## src/rtl/ascon_bdi_packer.sv

```systemverilog
// Byte-to-word packer feeding the Ascon core BDI port.
// Collects up to NB bytes per word, then holds the word until the core takes it.
module ascon_bdi_packer #(
   parameter int CCW = 32
) (
   input  logic              clk,
   input  logic              rst,
   input  logic [7:0]        in_data,
   input  logic              in_valid,
   output logic              in_ready,
   input  logic [3:0]        in_type,
   input  logic              in_last,
   input  logic              in_eoi,
   output logic [CCW-1:0]    bdi,
   output logic [CCW/8-1:0]  bdi_valid,
   input  logic              bdi_ready,
   output logic [3:0]        bdi_type,
   output logic              bdi_eot,
   output logic              bdi_eoi,
   output logic              err
);

   localparam int NB = CCW / 8;
   localparam int IW = (NB > 4) ? 3 : 2;
   localparam logic [IW-1:0] IDX_MAX = IW'(NB - 1);

   typedef enum logic {
      FILL = 1'b0,
      HOLD = 1'b1
   } state_t;

   state_t          state_q, state_d;
   logic [IW-1:0]   idx_q, idx_d;
   logic [CCW-1:0]  data_q, data_d;
   logic [NB-1:0]   mask_q, mask_d;
   logic [3:0]      type_q, type_d;
   logic            eot_q, eot_d;
   logic            eoi_q, eoi_d;
   logic            err_q, err_d;

   always_ff @(posedge clk) begin
      if (rst) begin
         state_q <= FILL;
         idx_q   <= '0;
         data_q  <= '0;
         mask_q  <= '0;
         type_q  <= '0;
         eot_q   <= 1'b0;
         eoi_q   <= 1'b0;
         err_q   <= 1'b0;
      end else begin
         state_q <= state_d;
         idx_q   <= idx_d;
         data_q  <= data_d;
         mask_q  <= mask_d;
         type_q  <= type_d;
         eot_q   <= eot_d;
         eoi_q   <= eoi_d;
         err_q   <= err_d;
      end
   end

   always_comb begin
      state_d = state_q;
      idx_d   = idx_q;
      data_d  = data_q;
      mask_d  = mask_q;
      type_d  = type_q;
      eot_d   = eot_q;
      eoi_d   = eoi_q;
      err_d   = err_q;
      unique case (state_q)
         FILL: begin
            if (in_valid) begin
               data_d[{idx_q, 3'b000} +: 8] = in_data;
               mask_d[idx_q] = 1'b1;
               // Type mismatch mid-word is flagged, but the word keeps its first type
               if (idx_q == '0)
                  type_d = in_type;
               else if (in_type != type_q)
                  err_d = 1'b1;
               if (idx_q == IDX_MAX || in_last) begin
                  state_d = HOLD;
                  eot_d   = in_last;
                  eoi_d   = in_last & in_eoi;
               end else begin
                  idx_d = idx_q + 1'b1;
               end
            end
         end
         HOLD: begin
            if (bdi_ready) begin
               state_d = FILL;
               idx_d   = '0;
               data_d  = '0;
               mask_d  = '0;
               eot_d   = 1'b0;
               eoi_d   = 1'b0;
            end
         end
         default: state_d = FILL;
      endcase
   end

   assign in_ready  = (state_q == FILL);
   assign bdi_valid = (state_q == HOLD) ? mask_q : '0;
   assign bdi       = data_q;
   assign bdi_type  = type_q;
   assign bdi_eot   = eot_q;
   assign bdi_eoi   = eoi_q;
   assign err       = err_q;

endmodule

```

## config.mk

```make
export PLATFORM = sky130hd
export DESIGN_NAME = ascon_bdi_packer
export DESIGN_NICKNAME = d
export VERILOG_FILES = /design/src/rtl/ascon_bdi_packer.sv
export SDC_FILE = /design/constraint.sdc
export NUM_CORES = 1
export LEC_CHECK = 0
export BUFFER_PORTS_ARGS = -buffer_cell sky130_fd_sc_hd__clkbuf_2
export CAP_MARGIN = 5
export CORE_MARGIN = 2
export CORE_UTILIZATION = 25
export CTS_CLUSTER_SIZE = 25
export DETAILED_ROUTE_END_ITERATION = 8
export GPL_TIMING_DRIVEN = 0
export HOLD_SLACK_MARGIN = 0.05
export PLACE_DENSITY = 0.44
export SYNTH_ARGS = -nofsm -noshare
export SYNTH_HDL_FRONTEND = slang
export SYNTH_SLANG_ARGS = --single-unit
```

## constraint.sdc

```tcl
create_clock -name clk -period 1.65 [get_ports clk]
set_input_delay 0.33 -clock clk [delete_from_list [all_inputs] [get_ports clk]]
set_output_delay 0.33 -clock clk [all_outputs]
set_load 0.02 [all_outputs]
```

==> impl_metrics.yaml, run 1 <==
outcome:
  outcome: "completed"
die:
  die_w_um: 97.4
  io_pins: 62
  fp.dieH_um: 97.4
  rows: 34
  start_util: 0.254
  dieArea_um2: 9490
  core_um2: 8590
drt:
  wl_um: 6350
  wl_per_cell_um: 15.2
  ant_nets: 0
  dr.pass1.iters: 4
  drt_iter0_drc: 56
  vias_per_cell: 4.85
  vias: 2023
  drc: 0
cts:
  path_clk_slew_ns: 0.08
  cts_hold_buf: 0
  cts_tree: "done"
  cts_root_buffer: "clkbuf_8"
  clkSinkCount: 46
  ctsHtreeMaxLevel: 2
  cts_made_buffers: 5
  clock_path_buffers: 2
  clk_latency_ns: 0.29
synthesis:
  syn_area_um2: 2180
  syn_area_per_cell_um2: 9.12
  synth-seq-area-share: 0.422
  yosysUniqueCellTypes: 29
  synth_nets: 265
  ys_ff_latch: 46
  ys_warn_count: 0
  syn_inst: 239
worst_setup_path:
  critPathArrivalTime_ns: 1.20
  crit_type: "register to primary output"
  crit_start: "state_q"
  end_kind: "primary output"
  cp_cell_sequence: "buf_6 -> buf_6 -> and2_1 -> clkbuf_2"
  crit_fanout: 10
  crit_path_frequent_cell: "buf_6"
  r2r-end: "idx_q[0]"
  cp-start-kind: "register"
  timing.rr.start: "idx_q[0]"
  crit_required_ns: 1.32
  cp-endpoint: "bdi_valid[1]"
  r2r_cells: 5
  max_stage_delay_ns: 0.36
  r2r_slack_ns: 0.15
  crit_path_top_delay_cell: "dfxtp_1"
layout:
  syn_to_final_growth_pct: 26.9
  utilization: 0.322
  n_antenna_cell: 0
  drive_gt1_frac: 0.324
  final_cell_count_no_fill: 417
  layout.nets: 336
  nFillCells: 971
  final_cell_area_um2: 2770
place:
  dp_hpwl_um: 4710
  placed_area_um2: 2620
  dpl.cell_count: 408
  port_buffers: 61
  gp_congestion: 0.704
timing:
  setup_viol: 0
  finClkSkew_ns: 0.00314
  period_minus_slack_ns: 1.53
  fin_crit_sh: 0.928
  hold_viol: 0
  tightest_slew_ns: 0.477
  slew_headroom: 0.682
  grt_setup_unrepaired: "false"
  timing.fmax_mhz: 653
  tns_ns: 0
  slew_viol_final: 0
power_and_ir_drop:
  leakagePower_nw: 1.12
  max-vdd-ir-drop_uv: 369
  p_per_area_nw_per_um2: 797
  power_mw: 2.20
global_route:
  antenna_found_initial: 0
  grt_max_degree: 13
  grt_first_pass_wirelength_um: 10200
  grt_overflow: 0
  grt_use_total: 0.133
  grt_pass1_vias: 1923
run:
  max_cap_violations: 0
hold_path:
  hold_path.class: "input port to register"
==> per-layer routing <==
layer  GRT usage  part of all wire  vias up
met5           0                 0        -
met4      0.0224            0.0050        0
met3      0.0353             0.062        4
met2       0.216              0.46       55
met1       0.181              0.47      924
li1            -                 -     1040
==> critical path, delay by kind of cell, from the launching register on <==
family / cells / cell delay [ns]
simple gates: 1 / 0.15
flops: 1 / 0.36
buf+inv: 3 / 0.42
==> how the worst min path moves through the flow <==
stage | endpoint | slack [ns] | startpoint | depth (start not counted)
global placement | err | 0.45 | err | 2
floorplan | mask_q[0] | 0.45 | mask_q[0] | 2
detailed placement | err | 0.45 | err | 2
finish | bdi_eoi | 0.28 | in_eoi | 3
CTS | bdi_eot | 0.27 | in_last | 3
global route | bdi_eoi | 0.29 | in_eoi | 3
==> cells in the mapped netlist <==
library cell  instances  area (um^2)
nand2_1               2         7.51
a211o_1               2         17.5
nand3_1              35          175
a21oi_1              37          185
o41ai_1               1         8.76
nor2_1                9         33.8
nand2b_1              2         12.5
ha_1                  8          100
buf_6                 2         22.5
o211ai_1             10         75.1
nor3b_4               1         18.8
nor2_2                1         6.26
buf_2                13         65.1
nand3b_1              5         37.5
mux2i_1               4         40.0
inv_1                 3         11.3
o2111ai_1            24          210
clkbuf_1              8         30.0
xor2_1                4         35.0
clkbuf_2              1         5.00
and3b_1               5         43.8
buf_1                 1         3.75
a22oi_1               3         22.5
and2_1                6         37.5
nor4b_4               1         23.8
dfxtp_1              46          921
nor4_1                1         6.26
nor2b_1               3         18.8
o22ai_1               1         6.26
==> kinds of logic after synthesis <==
| kind of cell | after synthesis | share of synthesized area |
|---|---|---|
| flip-flops | 46 | 0.422 |
| AND/OR/NAND/NOR | 71 | 0.193 |
| XOR/XNOR | 4 | 0.0161 |
| AO/OA/AOI/OAI | 78 | 0.241 |
| adder cells (fa/ha/maj) | 8 | 0.0459 |
| multiplexers | 4 | 0.0184 |
| buffers and inverters | 28 | 0.0631 |
==> power by group <==
group | total, mW | leakage [nW] | switching (mW) | internal, mW
logic | 0.365 | 0.701 | 0.227 | 0.138
clock network | 0.674 | 0.0431 | 0.351 | 0.324
registers | 1.16 | 0.374 | 0.0213 | 1.14
total | 2.20 | 1.12 | 0.599 | 1.60
==> stage by stage <==
step                      hold slack [ns]  setup WS [ns]
after floorplan                     0.448         0.0484
after global placement              0.446         -0.247
after detailed placement            0.446         -0.254
after CTS                           0.274         0.0119
after global routing                0.288         0.0256
final                               0.279          0.119
==> cell usage in the layout, fill, tap and decap left out, drive strengths merged <==
master	instances
nor2	10
and3b	5
nand3	35
a22oi	3
o41ai	1
clkbuf	74
mux2i	4
nand2	2
nor2b	3
a211o	2
and2	6
nor4b	1
nor3b	1
buf	21
nand3b	5
o211ai	10
ha	8
o22ai	1
xor2	4
dfxtp	46
nor4	1
inv	3
nand2b	2
o2111ai	24
a21oi	37
==> sequential cells by signal (all words and copies together) (netlist names) <==
signal    flops
bdi          32
mask_q        4
bdi_eoi       1
bdi_eot       1
idx_q         2
err           1
bdi_type      4
state_q       1
==> area by class of cell <==
| cell class | count | area, um^2 | share of cell area |
|---|---|---|---|
| Buffer | 22 | 121 | 0.0439 |
| Clock buffer | 6 | 82.6 | 0.0299 |
| Inverter | 3 | 11.3 | 0.00407 |
| Multi-Input combinational cell | 165 | 1140 | 0.412 |
| Sequential cell | 46 | 926 | 0.335 |
| Tap cell | 108 | 135 | 0.0488 |
| Timing Repair Buffer | 67 | 350 | 0.127 |
==> what timing repair did <==
| item | CTS | global route |
|---|---|---|
| gates resized for setup | 8 | 3 |
| pin swaps | 2 | 1 |
| setup endpoints to repair | 36 | 34 |
| setup buffers | 2 | 4 |
| endpoints found under the hold margin | 0 | 0 |
Power figures use the tool's default switching activity.
==> run 2, diff against run 1 <==
ABC_AREA = 1   (was default)
PLACE_DENSITY = 0.43   (was 0.44)
==> impl_metrics.yaml, run 2 <==
layout:
  drive_gt1_frac: 0.417
  layout_commonest_cell: "clkbuf_2"
  largest_reg_flops: 32
  nFillCells: 1006
  n_antenna_cell: 0
  syn_to_final_growth_pct: 29.9
  layout.nets: 397
  final_cell_mix: "clkbuf_2 (61), dfxtp_1 (44), nand2_1 (42), inv_1 (36), a21oi_1 (26)"
  utilization: 0.334
synthesis:
  synth_nets: 326
  synth_compound_area_frac: 0.194
  yosys.area_share.adder: 0.0424
  yosys-top-cells-count: "dfxtp_1 (46), nand2_1 (43), inv_1 (38), a21oi_1 (28)"
  synth-seq-area-share: 0.390
  synthArstFlopShare: 0
  ys_ff_latch: 46
  synthMuxAreaShare: 0
  yosys.area_share.xor_xnor: 0
  synth_top_area_cell: "dfxtp_1"
  synth_flop_cell: "dfxtp_1"
  synth_area_leaders: "dfxtp_1 (39%), nand2_1 (6.8%), o21ai_2 (6.7%)"
  yosys.area_share.simple: 0.257
  syn_area_um2: 2360
  synth.top_cell.area_share: 0.390
  syn_inst: 300
  syn_area_per_cell_um2: 7.88
  yosysUniqueCellTypes: 25
  ys_warn_count: 0
  yosysMostFrequentCell: "dfxtp_1"
  synth_edf_count: 0
  synth_top_family_by_area: "simple AND/OR/NAND/NOR gates"
timing:
  grt_setup_unrepaired: "false"
  tightest_slew_ns: 0.701
  period_minus_slack_ns: 1.55
  setup_viol: 0
  finClkSkew_ns: 0.00923
  slew_headroom: 0.533
  fin_crit_sh: 0.937
  hold_viol: 0
  timing.fmax_mhz: 647
  slew_viol_final: 0
  layout_setup_ws_ns: 0.105
power_and_ir_drop:
  netSwitchingFraction: 0.333
  leakagePower_nw: 1.38
  p_int_mw: 1.92
  power_frac_clock: 0.299
  share_seq_of_total_power: 0.437
  p_per_area_nw_per_um2: 940
  p_comb_frac: 0.264
  switchingPower_uw: 959
  max-vdd-ir-drop_uv: 325
worst_setup_path:
  crit_start: "idx_q[0]"
  crit_fanout: 9
  r2r_slack_ns: 0.10
  cp-start-kind: "register"
  timing.rr.start: "idx_q[0]"
  end_kind: "register"
  crit_type: "register to register"
  crit_required_ns: 1.83
  critPathArrivalTime_ns: 1.72
drt:
  wl_per_cell_um: 12.8
  vias: 2123
  ant_nets: 0
  dr.pass1.iters: 4
  wl_um: 6170
  vias_per_cell: 4.40
  drc: 0
  drt_iter0_drc: 95
cts:
  cts_hold_buf: 0
  cts_root_buffer: "clkbuf_8"
  clock_path_buffers: 2
  cts_made_buffers: 5
  clkSinkCount: 46
  clk_latency_ns: 0.31
  path_clk_slew_ns: 0.09
  cts_tree: "done"
  ctsHtreeMaxLevel: 2
global_route:
  grt_first_pass_wirelength_um: 10100
  grt_max_degree: 15
  grt_pass1_vias: 2042
  antenna_found_initial: 0
  grt_overflow: 0
  grt_use_total: 0.123
die:
  rows: 35
  core_um2: 9200
  dieArea_um2: 10200
  die_w_um: 101
  io_pins: 62
  start_util: 0.257
  fp.dieH_um: 101
place:
  place_ws_ns: -0.286
  port_buffers: 61
  gp_congestion: 0.741
  dp_hpwl_um: 4700
hold_path:
  hold_path.class: "input port to register"
  worstHoldStart: "in_eoi"
outcome:
  outcome: "completed"
run:
  max_cap_violations: 0
[run 2: changes by cell type after synthesis, moves of 10 or more]
cell,change
buf_2,-11
inv_1,+35
nand2_1,+41
nor2_1,+17
nor2_2,+16
o2111ai_1,-24
o211ai_1,-10
o21ai_0,+17
o21ai_2,+18
[run 2: timing repair]
action | in CTS | in global routing
gates cloned | 0 | 1
gates resized for setup | 13 | 19
pin swaps | 3 | 2
setup buffers | 0 | 2
setup endpoints to repair | 31 | 31
[run 2: worst paths after layout]
path / to / depth (start not counted)
max: bdi[27] / 9
min: bdi_eoi / 3
max reg2reg: bdi[27] / 9
min reg2reg: mask_q[1] / 2
[run 2: cell families after synthesis]
family                     count (synthesis)
buffers and inverters                     53
and+or+nand+nor                          123
AOI/OAI and AO/OA                         70
DFF                                       46
adders and majority gates                  8
[run 2: power by group through the flow]
stage          clock [mW]  combinational [mW]  sequential, mW
2_1_floorplan           0               0.405            1.38
3_3_place_gp            0               0.705            1.28
3_5_place_dp            0               0.711            1.28
4_1_cts             0.898               0.726            1.26
5_1_grt             0.930               0.850            1.27
6_report            0.863               0.761            1.26
[run 2: worst max-delay path, stage by stage (launching register included)]
cell and delay [ns]:
dfxtp_4 0.37, buf_6 0.14, inv_4 0.09, ha_1 0.22
inv_2 0.09, buf_4 0.14, nand3_1 0.12, nor2_1 0.08
o21ai_2 0.14, nor2_2 0.04
[run 2: through the flow]
step	power [mW]	hold slack (ns)	TNS [ns]	instances	instance area (um^2)
2_1_floorplan	1.78	0.430	0	300	2370
3_3_place_gp	1.99	0.442	-5.62	472	2810
3_5_place_dp	1.99	0.445	-5.30	472	2810
4_1_cts	2.88	0.270	0	480	2950
5_1_grt	3.05	0.278	0	483	3070
6_report	2.88	0.278	0	483	3070
[run 2: cell type report]
cell class                 count  area (um^2)  area share
buffer                        12          123      0.0400
clock buffer                   5         68.8      0.0224
sequential                    46          926       0.302
multi-input combinational    201         1250       0.407
inverter                      41          174      0.0567
clock inverter                 3         40.0      0.0130
tap                          111          139      0.0453
timing repair buffer          64          349       0.114
[run 2: per-layer routing]
| layer | part of all wire | up-vias | routed length, um | track usage |
|---|---|---|---|---|
| li1 | - | 1101 | - | - |
| met1 | 0.49 | 964 | 3040 | 0.178 |
| met2 | 0.44 | 52 | 2740 | 0.188 |
| met3 | 0.051 | 6 | 317 | 0.0248 |
| met4 | 0.012 | 0 | 73 | 0.0312 |
| met5 | 0 | - | 0 | 0 |
